**config.mk**
```make
export PLATFORM = sky130hd
export DESIGN_NAME = wb_mem_bridge
export DESIGN_NICKNAME = d
export VERILOG_FILES = /design/src/rtl/wb_pkg.sv /design/src/rtl/wb_addr_window.sv /design/src/rtl/wb_mem_bridge.sv
export SDC_FILE = /design/constraint.sdc
export NUM_CORES = 1
export LEC_CHECK = 0
export BUFFER_PORTS_ARGS = -buffer_cell sky130_fd_sc_hd__clkbuf_2
export CORE_MARGIN = 8
export CORE_UTILIZATION = 45
export DETAILED_ROUTE_END_ITERATION = 12
export HOLD_SLACK_MARGIN = 0.05
export PLACE_DENSITY_LB_ADDON = 0.1
export SETUP_SLACK_MARGIN = 0.1
export SLEW_MARGIN = 20
export SYNTH_ARGS = -nofsm -noshare
export SYNTH_HDL_FRONTEND = slang
export SYNTH_HIERARCHICAL = 1
export SYNTH_SLANG_ARGS = --single-unit
```
**constraint.sdc**
```tcl
create_clock -name clk_i -period 2.9 [get_ports clk_i]
set_input_delay 0.29 -clock clk_i [delete_from_list [all_inputs] [get_ports clk_i]]
set_output_delay 0.29 -clock clk_i [all_outputs]
set_load 0.01 [all_outputs]
```
**src/rtl/wb_pkg.sv**
```systemverilog
// Shared types and constants for the Wishbone-to-memory bridge.
package wb_pkg;

  typedef enum logic [1:0] {
    StIdle = 2'd0,
    StMem  = 2'd1,
    StWait = 2'd2,
    StResp = 2'd3
  } state_e;

  localparam int unsigned LAT_CW = 3;

  // Word-address width for a window of the given size in words; never below one bit.
  function automatic int unsigned calc_maw(input logic [63:0] words);
    if (words <= 64'd2) begin
      return 1;
    end
    return int'($clog2(words));
  endfunction

endpackage

```
**src/rtl/wb_addr_window.sv**
```systemverilog
// Combinational window decode: range check against [BASE_ADDR, BASE_ADDR+ADDR_SPAN)
// and conversion of the in-window byte offset to a memory word address.
module wb_addr_window #(
  parameter int unsigned   AW        = 32,
  parameter int unsigned   DW        = 32,
  parameter logic [AW-1:0] BASE_ADDR = '0,
  parameter logic [AW-1:0] ADDR_SPAN = 'h1000,
  parameter int unsigned   MAW       = 10
) (
  input  logic [AW-1:0]  addr_i,
  output logic           hit_o,
  output logic [MAW-1:0] word_addr_o
);

  localparam int unsigned WordShift = $clog2(DW / 8);

  logic [AW:0] diff;

  // The borrow bit flags addr < BASE_ADDR; a window end past 2^AW needs no special case
  // because every offset reachable above BASE_ADDR is then already below ADDR_SPAN.
  always_comb begin
    diff        = {1'b0, addr_i} - {1'b0, BASE_ADDR};
    hit_o       = !diff[AW] && (diff[AW-1:0] < ADDR_SPAN);
    word_addr_o = MAW'(diff[AW-1:0] >> WordShift);
  end

endmodule

```
**src/rtl/wb_mem_bridge.sv**
```systemverilog
// Wishbone classic slave to synchronous-memory bridge: one registered memory access per
// transfer, configurable read latency, single-cycle ACK/ERR termination.
module wb_mem_bridge
  import wb_pkg::*;
#(
  parameter int unsigned   AW        = 32,
  parameter int unsigned   DW        = 32,
  parameter int unsigned   MEM_LAT   = 1,
  parameter logic [AW-1:0] BASE_ADDR = '0,
  parameter logic [AW-1:0] ADDR_SPAN = 'h1000,
  parameter bit            ERR_EN    = 1'b1,
  localparam int unsigned  SW        = DW / 8,
  localparam int unsigned  MAW       = calc_maw(64'(ADDR_SPAN) / 64'(SW))
) (
  input  logic           clk_i,
  input  logic           rst_n_i,
  input  logic [AW-1:0]  wb_addr_i,
  input  logic [DW-1:0]  wb_data_i,
  output logic [DW-1:0]  wb_data_o,
  input  logic           wb_we_i,
  input  logic           wb_stb_i,
  input  logic           wb_cyc_i,
  input  logic [SW-1:0]  wb_sel_i,
  output logic           wb_ack_o,
  output logic           wb_err_o,
  output logic [MAW-1:0] mem_addr_o,
  output logic [DW-1:0]  mem_wdata_o,
  input  logic [DW-1:0]  mem_rdata_i,
  output logic           mem_en_o,
  output logic           mem_we_o,
  output logic [SW-1:0]  mem_sel_o,
  output logic           busy_o
);

  localparam bit AsyncRead = (MEM_LAT == 0);
  localparam logic [LAT_CW-1:0] LatLoad = LAT_CW'(AsyncRead ? 0 : MEM_LAT - 1);

  state_e            state_q;
  logic [LAT_CW-1:0] lat_cnt_q;
  logic              we_q;
  logic              req;
  logic              win_hit;
  logic [MAW-1:0]    win_word;

  assign req = wb_stb_i & wb_cyc_i;

  wb_addr_window #(
    .AW       (AW),
    .DW       (DW),
    .BASE_ADDR(BASE_ADDR),
    .ADDR_SPAN(ADDR_SPAN),
    .MAW      (MAW)
  ) u_addr_window (
    .addr_i     (wb_addr_i),
    .hit_o      (win_hit),
    .word_addr_o(win_word)
  );

  always_ff @(posedge clk_i or negedge rst_n_i) begin
    if (!rst_n_i) begin
      state_q     <= StIdle;
      lat_cnt_q   <= '0;
      we_q        <= 1'b0;
      wb_data_o   <= '0;
      wb_ack_o    <= 1'b0;
      wb_err_o    <= 1'b0;
      mem_addr_o  <= '0;
      mem_wdata_o <= '0;
      mem_en_o    <= 1'b0;
      mem_we_o    <= 1'b0;
      mem_sel_o   <= '0;
      busy_o      <= 1'b0;
    end else begin
      // Strobes are single-cycle pulses unless a branch below re-asserts them.
      mem_en_o <= 1'b0;
      mem_we_o <= 1'b0;
      wb_ack_o <= 1'b0;
      wb_err_o <= 1'b0;
      unique case (state_q)
        StIdle: begin
          if (req) begin
            busy_o <= 1'b1;
            if (win_hit) begin
              state_q     <= StMem;
              we_q        <= wb_we_i;
              mem_en_o    <= 1'b1;
              mem_we_o    <= wb_we_i;
              mem_addr_o  <= win_word;
              mem_wdata_o <= wb_data_i;
              mem_sel_o   <= wb_sel_i;
            end else begin
              state_q  <= StResp;
              wb_err_o <= ERR_EN;
              wb_ack_o <= !ERR_EN;
              // No memory data exists for an out-of-window read.
              if (ERR_EN || !wb_we_i) begin
                wb_data_o <= '0;
              end
            end
          end
        end
        StMem: begin
          if (!wb_cyc_i) begin
            state_q <= StIdle;
            busy_o  <= 1'b0;
          end else if (we_q) begin
            state_q  <= StResp;
            wb_ack_o <= 1'b1;
          end else if (AsyncRead) begin
            state_q   <= StResp;
            wb_ack_o  <= 1'b1;
            wb_data_o <= mem_rdata_i;
          end else begin
            state_q   <= StWait;
            lat_cnt_q <= LatLoad;
          end
        end
        StWait: begin
          if (!wb_cyc_i) begin
            state_q <= StIdle;
            busy_o  <= 1'b0;
          end else if (lat_cnt_q == '0) begin
            state_q   <= StResp;
            wb_ack_o  <= 1'b1;
            wb_data_o <= mem_rdata_i;
          end else begin
            lat_cnt_q <= lat_cnt_q - 1'b1;
          end
        end
        StResp: begin
          state_q <= StIdle;
          busy_o  <= 1'b0;
        end
        default: begin
          state_q <= StIdle;
          busy_o  <= 1'b0;
        end
      endcase
    end
  end

endmodule

```
; Word-level counts from Yosys, hierarchy flattened
; Cells that the tools add are included.
[totals]
regBits = 89
elab_cells = 71
[op_classes]
n_addsub = 1
order_cmp = 1
n_eq_ne = 12
n_mux = 34
bitwise = 1
reduce_logical = 10
[op_table]
columns = operator, n
row1 = 2-to-1 mux 32 bit, 4
row2 = one-hot mux 32 bit (2 select lines), 1
row3 = < comparator 32 x 13 -> 1 bit (second input constant), 1
row4 = 2-to-1 mux 1 bit, 16
row5 = inequality test 2 bit (second input constant), 8
row6 = 2-to-1 mux 3 bit, 4
row7 = 2-to-1 mux 2 bit, 5
row8 = AND reduction 5 bit, 2
row9 = one-hot mux 2 bit (4 select lines), 1
row10 = one-hot mux 3 bit (2 select lines), 1
row11 = equality test 2 bit (second input constant), 2
row12 = AND reduction 2 bit, 2
row13 = nonzero test 2 bit, 2
row14 = zero test 3 bit, 1
row15 = inequality test 3 bit (second input constant), 1
row16 = one-hot mux 1 bit (3 select lines), 1
row17 = AND reduction 3 bit, 1
row18 = subtractor 3 x 1 -> 3 bit (second input constant), 1
row19 = equality test 2 x 1 -> 1 bit (second input constant), 1
row20 = zero test 2 bit, 1
row21 = one-hot mux 1 bit (2 select lines), 1
row22 = OR reduction 2 bit, 1
row23 = AND 1 bit, 1

; Logic depth before layout (Yosys ltp)
; Gate-level depths: netlist of the first run.
[logic_depth]
word_depth = 4
depth_mapped = 9

; By module
; Netlist of the first run, hierarchy kept.
[by_module_without_submodules]
columns = mod, n_inst, cells_each, area_per_inst_um2, seq_area_each_um2
row1 = wb_mem_bridge, 1, 386, 3766.1, 2227.1
row2 = wb_addr_window, 1, 18, 118.9, 0.0

; Worst setup path before layout of the first run
; OpenSTA, ideal clock, no wires.
[synth_timing]
kind = register to register
start = reg state_q[0]
end = reg wb_data_o[26]
setup_time_ns = 0.079
arrival_time_ns = 1.652
t_required_ns = 2.821
slack_ns = 1.168
stages_incl_launch_ff = 7
n_path_buf = 1
path_cell_list = dfrtp_1 inv_1 ha_1 nand3b_2 a221oi_4 buf_8 mux2i_1
[synth_via]
elab_chain_len = 3
elab_cells_between_ends = 9
classes_between = eq/ne (5) / mux (1) / reduce/logical (3)
[synth_lines]
columns = element, line_no
row1 = "start, declared", wb_mem_bridge.sv:38  ; state_e state_q;
row2 = "start signal, assigned", wb_mem_bridge.sv:61  ; state_q <= StIdle;
row3 = "start signal, assigned", wb_mem_bridge.sv:84  ; state_q <= StMem;
row4 = "start signal, assigned", wb_mem_bridge.sv:92  ; state_q <= StResp;
row5 = equality test 2 bit or zero test 2 bit (tied branches), wb_mem_bridge.sv:79  ; unique case (state_q)
row6 = inequality test 2 bit (no source line) or nonzero test 2 bit (tied branches), -
row7 = AND reduction 5 bit (no source line), -
row8 = "end signal, assigned", wb_mem_bridge.sv:112  ; wb_data_o <= mem_rdata_i;
row9 = "end signal, assigned", wb_mem_bridge.sv:125  ; wb_data_o <= mem_rdata_i;
row10 = "end, declared", wb_mem_bridge.sv:19  ; output logic [DW-1:0] wb_data_o,
; Parallel ways exist; a longest one is shown, timed or not.
; A chain may end at the register's enable or synchronous reset.

; Worst setup path in the final report of the first run
[layout_timing]
start = reg state_q[0]
end = reg wb_data_o[24]
; The elaborated chain is that of the path after synthesis.

==> impl_metrics.toml, run 1 <==
[setup_path]
reg2reg_from = "state_q[0]"
cp.required_ns = 3.17
worst-r2r-cell-count = 6
cp-end-kind = "flip-flop"
rrSetupSlack_ns = 0.78
worst_ep_arrival_time_ns = 2.39
reg2reg_to = "wb_data_o[24]"
crit_end = "wb_data_o[24]"
critPathLaunch = "state_q[0]"
critical_path.max_fanout = 32
timing_worst_setup_path_type = "reg2reg"
startpoint_type = "flip-flop"

[routing]
avgRoutedWirePerCell_um = 14.0
drt_iter0_markers = 131
via_count = 3152
drt-pass1-iter-count = 4
viasPerCell = 4.54
drc_errors = 0
postRouteWirelength_um = 9730
postRouteAntennaNets = 0

[clocking]
htreeDepth = 3
clk_pin_slew_ns = 0.09
numCtsBuffers = 9
clockBufferDepth = 2
root_buffer = "clkbuf_8"
cts_tree = "yes"
clock_latency_ns = 0.35
cts_resized = 0
clock_sinks = 89

[synthesis]
async_flop_share_pct = 100
synthTopCellsByArea = "dfrtp_1 (57%), nand2_1 (17%), mux2i_1 (9.5%)"
synthFlopType = "dfrtp_1"
synth.largest_area_cell = "dfrtp_1"
synth_edf_count = 0
synthCells = 404
synth_seq_area_share_pct = 57.3
ys_warn_count = 6
synth_area_per_cell_um2 = 9.62
syn_nets = 515
netlist_area_um2 = 3880
ys_ff_latch = 89
ys_types = 29
synth_top_area_share_pct = 57.3

[sta]
period_needed_ns = 2.12
whs_ns = 0.128
hold_viol_final = 0
fmax_ghz = 0.472
tightest_slew_ns = 0.672
fin_tns_setup_ns = 0
rsz0062_at_grt = "no"
fin_skew_ns = 0.0102
slew_headroom_pct = 55.2
period_share_pct = 73.1
fin_ws_ns = 0.781
finalMaxSlewViolations = 0
setup_viol = 0

[finish]
fin_nets = 692
area_growth_pct = 30.0
seqCellArea_um2 = 2230
finish.utilization_pct = 59.1
drive_gt1_share_pct = 36.3
final_cell_mix = "clkbuf_2 (184), nand2_1 (176), dfrtp_1 (89)"
fillers = 748
layout_commonest_cell = "clkbuf_2"
n_antenna_cell = 0
multi_input_area_um2 = 1340

[floorplan]
initial_utilization_pct = 45.4
core_um2 = 8550
rows = 34
die_w_um = 109
num_io_pins = 188
die-area_um2 = 11900
dieHeight_um = 109

[global_routing]
grt_max_degree = 52
grt.total_usage_pct = 16.4
grt_pass1_wl_um = 15600
antenna_found_initial = 0
grt_pass1_vias = 3455
grt-ovfl-total = 0

[place]
globalplace.congestion = 0.730
dp.final_hpwl_um = 7360
io_buffers = 185
place_ws_ns = 0.789

[worst_hold_path]
worst_hold_path.num_cells = 3
worst_hold_path_type = "in2reg"

[flow_run]
maxCapViolCount = 0

[power_and_ir_drop]
ir_worst_vdd_mv = 0.341
powerDensity_nw_per_um2 = 712
fin_total_pwr_uw = 3590
total_leakage_power_uw = 0.00296

[run_status]
status = "complete, no violations"
==> Yosys cell counts, drive strengths merged (2+ instances only) <==
master and n:
inv 39, a21oi 2, buf 17, a21o 2
nor3b 2, ha 6, clkbuf 10, nand2 176
nor4 5, mux2i 37, nand3 2, dfrtp 89
nand2b 5
==> repair_timing <==
item / CTS / global route
hold endpoints to repair: 49 / 0
setup endpoints to repair: 0 / 0
buffers inserted: 0 / 0
hold buffers: 1 / 0
==> flip-flops by register name, summed over array words and instances, names as in the netlist <==
signal / flops
we_q: 1
mem_addr_o: 10
lat_cnt_q: 3
busy_o: 1
mem_sel_o: 4
state_q: 2
mem_we_o: 1
mem_wdata_o: 32
wb_ack_o: 1
wb_err_o: 1
mem_en_o: 1
wb_data_o: 32
==> metal layers <==
layer	track usage, %	wire (µm)
met1	17.4	3800
met2	28.9	4880
met3	6.56	962
met4	5.67	87
met5	0	0
==> where the power goes <==
part,total [µW],switching [µW],internal (µW)
Sequential,1470,74.2,1400
Combinational,1230,681,545
Clock,894,444,450
==> worst max-delay path, cell delays in order, from the launching register on <==
cell	delay, ns
dfrtp_1	0.39
inv_1	0.12
ha_1	0.32
nand3b_2	0.17
a221oi_4	0.27
buf_4	0.49
mux2i_1	0.27
==> cells by family (layout without fill, tap and decap cells) <==
logic type                 Yosys count  after routing  share of synthesized area [%]
AOI/OAI and AO/OA                   11             11                           2.67
DFF                                 89             89                           57.3
buffers and inverters               66            248                           8.28
muxes                               38             38                           9.82
adders and majority gates            6              6                           1.93
and+or+nand+nor                    194            194                           20.0
==> metrics by stage <==
stage / instance area [µm²] / cells
finish: 5050 / 694
global route: 5050 / 694
CTS: 5050 / 694
detailed placement: 4830 / 677
global placement: 4830 / 677
floorplan: 3880 / 404
==> area by class of cell <==
class                      instances  share of cell area, %
clock buffer                      11                   3.00
clock inverter                     5                   1.24
inverter                          39                   2.90
multi-input combinational        249                   26.5
sequential                        89                   44.1
tap                              108                   2.68
timing repair buffer             193                   19.6
==> worst min-delay path by stage <==
stage | slack [ns] | start | end
final | 0.13 | wb_data_i[1] | mem_wdata_o[1]
after floorplan | -0.006 | rst_n_i | busy_o
after CTS | 0.11 | wb_data_i[1] | mem_wdata_o[1]
after global routing | 0.11 | wb_sel_i[3] | mem_sel_o[3]
after detailed placement | 0.38 | rst_n_i | wb_data_o[20]
after global placement | 0.37 | rst_n_i | wb_data_o[20]
Note: power is estimated with default switching activity, not from simulation.
==> inputs of run 2 (changes only) <==
==> constraint.sdc (replaced) <==
create_clock -name clk_i -period 2 [get_ports clk_i]
set_input_delay 0.2 -clock clk_i [delete_from_list [all_inputs] [get_ports clk_i]]
set_output_delay 0.2 -clock clk_i [all_outputs]
set_load 0.01 [all_outputs]
==> run 2 against run 1 <==
  * Cell count increased by 8.4%
  * Cell area is 12% higher
  * First-iteration DRC count unchanged
  * Hold slack got worse by 0.062 ns
  * Global-route usage increased by 1.4 points
  * Combinational power is 73% higher
  * Routed wire length increased by 11%
  * Count of clock-buffer cells in the layout unchanged
  * Critical endpoint is now wb_data_o[31]
  * Largest cell class unchanged
  * Highest routed layer unchanged
==> impl_metrics.toml, run 2 (synthesis gave the netlist of run 1 again) <==
[run_status]
status = "complete, no violations"

[place]
dp.final_hpwl_um = 7710
place_ws_ns = 0.121
io_buffers = 185
place_inst = 681
globalplace.congestion = 0.757

[finish]
fin_nets = 749
fillers = 732
reg_top3 = "mem_wdata_o: 32 flops, wb_data_o: 32 flops, mem_addr_o: 10 flops"
final_cell_mix = "clkbuf_2 (184), nand2_1 (176), dfrtp_1 (89)"
layout_commonest_cell = "clkbuf_2"
finalNonFillerCells = 752
area_growth_pct = 46.1
drive_gt1_share_pct = 34.8

[global_routing]
grt-busiest-layer = "met2"
grt_pass1_wl_um = 16900
gr-usage-met1_pct = 18.9
antenna_found_initial = 1
met3_usage_pct = 7.03
grt.total_usage_pct = 17.8
grt_use_met2_pct = 31.8
grt-ovfl-total = 0
grt_pass1_vias = 3706
grt_max_degree = 45

[routing]
postRouteWirelength_um = 10800
postRouteAntennaNets = 0
drc_errors = 0
avgRoutedWirePerCell_um = 14.4
drt_iter0_markers = 131
viasPerCell = 4.58
via_count = 3444
drt-pass1-iter-count = 4

[setup_path]
crit_chain = "buf_4 -> ha_4 -> nand2b_1 -> a221oi_4 -> buf_4 -> clkbuf_16 -> mux2i_1"
cpMaxStageDelayCell = "dfrtp_1"
cpPeakStageDelay_ns = 0.38
cp_top_family = "buffers and inverters"
startpoint_type = "flip-flop"
cp.required_ns = 2.27
worst_ep_arrival_time_ns = 2.03
crit_path_frequent_cell = "buf_4"
critPathLaunch = "state_q[1]"
cp-end-kind = "flip-flop"
timing_worst_setup_path_type = "reg2reg"
reg2reg_from = "state_q[1]"
path_buf_inv = 3
critical_path.max_fanout = 11

[floorplan]
die-area_um2 = 11900
rows = 34
initial_utilization_pct = 45.4
core_um2 = 8550
num_io_pins = 188
die_w_um = 109
dieHeight_um = 109

[clocking]
clock_sinks = 89
cts_tree = "yes"
clk_pin_slew_ns = 0.09
root_buffer = "clkbuf_8"
clockBufferDepth = 2
htreeDepth = 3
numCtsBuffers = 9
clock_latency_ns = 0.34

[sta]
tightest_slew_ns = 0.377
finalMaxSlewViolations = 0
slew_headroom_pct = 74.9
fin_skew_ns = 0.00984
rsz0062_at_grt = "no"
fin_tns_setup_ns = 0
fin_ws_ns = 0.235
fmax_ghz = 0.567
period_share_pct = 88.2
period_needed_ns = 1.76
hold_viol_final = 0
setup_viol = 0
whs_ns = 0.0656

[worst_hold_path]
min_from = "wb_data_i[14]"
worst_hold_path_type = "in2reg"

[power_and_ir_drop]
total_leakage_power_uw = 0.00322
powerDensity_nw_per_um2 = 975
ir_worst_vdd_mv = 0.446

[flow_run]
maxCapViolCount = 0
==> run 2: per-stage QoR <==
step                area, µm²  utilization, %  total power [µW]
floorplan                3880               -              3530
global placement         4890            57.2              3990
detailed placement       4890            57.2              4050
CTS                      5580            65.3              5410
global route             5680            66.4              5870
finish                   5680            66.4              5530
==> run 2: power breakdown <==
group / switching, µW / internal [µW]
Sequential: 111 / 2030
Combinational: 1080 / 1050
Clock: 638 / 622
==> run 2: area by class of cell <==
type / instances / area, µm² / share of cell area, %
Sequential cell: 89 / 2230 / 39.2
Timing Repair Buffer: 250 / 1600 / 28.1
Multi-Input combinational cell: 249 / 1360 / 24.0
Inverter: 39 / 146 / 2.58
Clock buffer: 11 / 141 / 2.49
Tap cell: 108 / 135 / 2.38
Clock inverter: 5 / 63.8 / 1.12
Antenna cell: 1 / 2.50 / 0.0441
==> run 2: final timing paths <==
check                                   to  slack (ns)  depth (start not counted)
max in group asynchronous  mem_wdata_o[13]        1.10                          3
hold / removal             mem_wdata_o[14]        0.07                          3
setup reg to reg             wb_data_o[31]        0.24                          7
setup / recovery             wb_data_o[31]        0.24                          7
min in group asynchronous    wb_data_o[31]        0.31                          2
hold reg to reg             mem_wdata_o[0]        0.48                          2
==> run 2: what timing repair did <==
action                     CTS  global route
cloned                       0             1
hold buffers                48             2
setup buffers                0             3
pin swaps                    0             1
gates resized for setup      1             5
setup endpoints to repair    2            18
hold endpoints to repair    73             2
==> run 2: worst reg2reg max path: cells and delay by family, from the launching register on <==
kind | cells | cell delay, ns
AO/OA/AOI/OAI | 1 | 0.29
multiplexers | 1 | 0.19
adder cells (fa/ha/maj) | 1 | 0.17
buffers and inverters | 3 | 0.48
flip-flops | 1 | 0.38
AND/OR/NAND/NOR | 1 | 0.18
==> run 2: per-layer routing <==
layer  share of wire (%)  wire, µm
met1                  39      4170
met2                  51      5560
met3                 8.7       937
met4                 1.2       134
met5                   0         0
==> inputs of run 3 (changes only) <==
--- a/config.mk
+++ b/config.mk
@@ -6,6 +6,7 @@
 export NUM_CORES = 1
 export LEC_CHECK = 0
 export BUFFER_PORTS_ARGS = -buffer_cell sky130_fd_sc_hd__clkbuf_2
+export CORE_ASPECT_RATIO = 1.5
 export CORE_MARGIN = 8
 export CORE_UTILIZATION = 45
 export DETAILED_ROUTE_END_ITERATION = 12
==> run 3 against run 2 <==
  * Fmax down 3.5%
  * First-iteration DRC count decreased by 31%
  * Total power up 8.7%
  * Count of clock-buffer cells in the layout increased by 1
  * Hold slack worse by 0.0088 ns
  * Sequential power hardly changed
  * Non-clock buffer count shrank 35
  * Critical endpoint is now wb_data_o[21]
  * Highest routed layer unchanged
==> impl_metrics.toml, run 3 (synthesis gave the netlist of run 1 again) <==
[run_status]
status = "complete, no violations"

[sta]
tightest_slew_ns = 0.390
finalMaxSlewViolations = 0
hold_viol_final = 0
fmax_ghz = 0.547
fin_tns_setup_ns = 0
period_needed_ns = 1.83
fin_skew_ns = 0.00316
slew_headroom_pct = 74.0
setup_viol = 0
period_share_pct = 91.4
rsz0062_at_grt = "no"

[global_routing]
met3_usage_pct = 6.95
grt_max_degree = 43
gr-usage-met1_pct = 19.5
grt_use_met2_pct = 27.4
antenna_found_initial = 0
grt_pass1_vias = 3486
grt-busiest-layer = "met2"
grt.total_usage_pct = 17.1
grt_pass1_wl_um = 16500
grt-ovfl-total = 0

[finish]
multi_input_area_um2 = 1350
drive_gt1_share_pct = 36.2
fin_nets = 714
layout_commonest_cell = "clkbuf_2"
post-route-cell-area_um2 = 5440
n_antenna_cell = 0
finish.utilization_pct = 64.7
fillers = 715
seqCellArea_um2 = 2230
final_cell_mix = "clkbuf_2 (184), nand2_1 (176), dfrtp_1 (89)"
area_growth_pct = 40.0
reg_top3 = "mem_wdata_o: 32 flops, wb_data_o: 32 flops, mem_addr_o: 10 flops"

[worst_hold_path]
min_from = "wb_addr_i[2]"
worst_hold_path_type = "in2reg"
worst_hold_path.num_cells = 3
min_to = "mem_addr_o[0]"

[floorplan]
dieHeight_um = 130
rows = 41
initial_utilization_pct = 46.2
die-area_um2 = 11900
num_io_pins = 188
die_w_um = 91.9
core_um2 = 8410

[clocking]
numCtsBuffers = 9
cts_tree = "yes"
clk_pin_slew_ns = 0.06
clock_latency_ns = 0.33
root_buffer = "clkbuf_16"
clock_sinks = 89
clockBufferDepth = 2
htreeDepth = 3

[setup_path]
cp_top_family = "compound AO/OA/AOI/OAI gates"
path_buf_inv = 3
cp.required_ns = 2.25
cpPeakStageDelay_ns = 0.38
critical_path.max_fanout = 8
worst-r2r-cell-count = 7
cp-end-kind = "flip-flop"
timing_worst_setup_path_type = "reg2reg"
rrSetupSlack_ns = 0.17
worst_ep_arrival_time_ns = 2.08
cpMaxStageDelayCell = "dfrtp_1"
crit_chain = "inv_1 -> ha_2 -> o21ba_2 -> a221oi_4 -> buf_12 -> clkbuf_16 -> mux2i_1"
startpoint_type = "flip-flop"
reg2reg_to = "wb_data_o[21]"
reg2reg_from = "state_q[1]"

[place]
dp.final_hpwl_um = 7620
placed_area_um2 = 4880
io_buffers = 185
globalplace.congestion = 0.752

[routing]
postRouteAntennaNets = 0
viasPerCell = 4.62
postRouteWirelength_um = 10500
via_count = 3297
drc_errors = 0
avgRoutedWirePerCell_um = 14.7
drt-pass1-iter-count = 4
drt_iter0_markers = 90

[power_and_ir_drop]
powerDensity_nw_per_um2 = 1110
total_leakage_power_uw = 0.00313
p_seq_share_pct = 35.8
combinationalPowerShare_pct = 36.3
fin_total_pwr_uw = 6020
p_int_uw = 4150
swShare_pct = 31.1
p_clk_share_pct = 27.9
ir_worst_vdd_mv = 0.719
p_switching_uw = 1870

[flow_run]
maxCapViolCount = 0
run 3: cell types whose count changed in the layout (fill, tap and decap cells not counted), sizes merged:
cell / change
dlygate4sd3: -33
buf: -3
clkbuf: +2
clkinvlp: -1
diode: -1
inv: -1
run 3: worst register-to-register path, cell delays in order, from the launching register on:
cell and delay, ns:
dfrtp_1 0.38, inv_1 0.10, ha_2 0.22, o21ba_2 0.23, a221oi_4 0.29, buf_12 0.17, clkbuf_16 0.16, mux2i_1 0.20
run 3: worst max path at each step:
stage | from | endpoint | depth (start not counted)
2_1_floorplan | state_q[0] | wb_data_o[26] | 6
3_3_place_gp | state_q[0] | lat_cnt_q[0] | 6
3_5_place_dp | state_q[0] | wb_data_o[14] | 6
4_1_cts | state_q[0] | wb_data_o[14] | 6
5_1_grt | state_q[1] | wb_data_o[21] | 7
6_report | state_q[1] | wb_data_o[21] | 7
run 3: metrics by stage:
| step | hold slack (ns) | setup WS [ns] | std cells |
|---|---|---|---|
| finish | 0.0568 | 0.172 | 714 |
| global route | 0.0589 | 0.101 | 714 |
| CTS | 0.0501 | 0.115 | 710 |
| detailed placement | 0.153 | 0.0197 | 678 |
| global placement | 0.150 | 0.117 | 678 |
| floorplan | -0.0956 | 0.268 | 404 |
run 3: area by class of cell:
cell class | count | area share, %
tap | 107 | 2.46
multi-input combinational | 249 | 24.8
timing repair buffer | 215 | 23.6
inverter | 39 | 2.69
sequential | 89 | 40.9
clock buffer | 12 | 4.71
clock inverter | 3 | 0.736
run 3: power by group through the flow:
stage	sequential, µW	clock (µW)	combinational (µW)
2_1_floorplan	2250	0	1280
3_3_place_gp	2170	0	1790
3_5_place_dp	2180	0	1850
5_1_grt	2180	1780	2380
6_report	2150	1680	2190
4_1_cts	2150	1720	1890
run 3: repair_timing:
item / CTS / global route
pin swaps: 0 / 1
cloned: 0 / 3
hold buffers: 17 / 0
setup endpoints to repair: 35 / 35
gates resized for setup: 1 / 3
setup buffers: 0 / 1
endpoints found under the hold margin: 43 / 0
run 3: per-layer routing:
layer	up-vias	routed length, µm
met2	127	5310
met3	18	978
met1	1521	4000
met4	0	243
met5	-	0
li1	1631	-
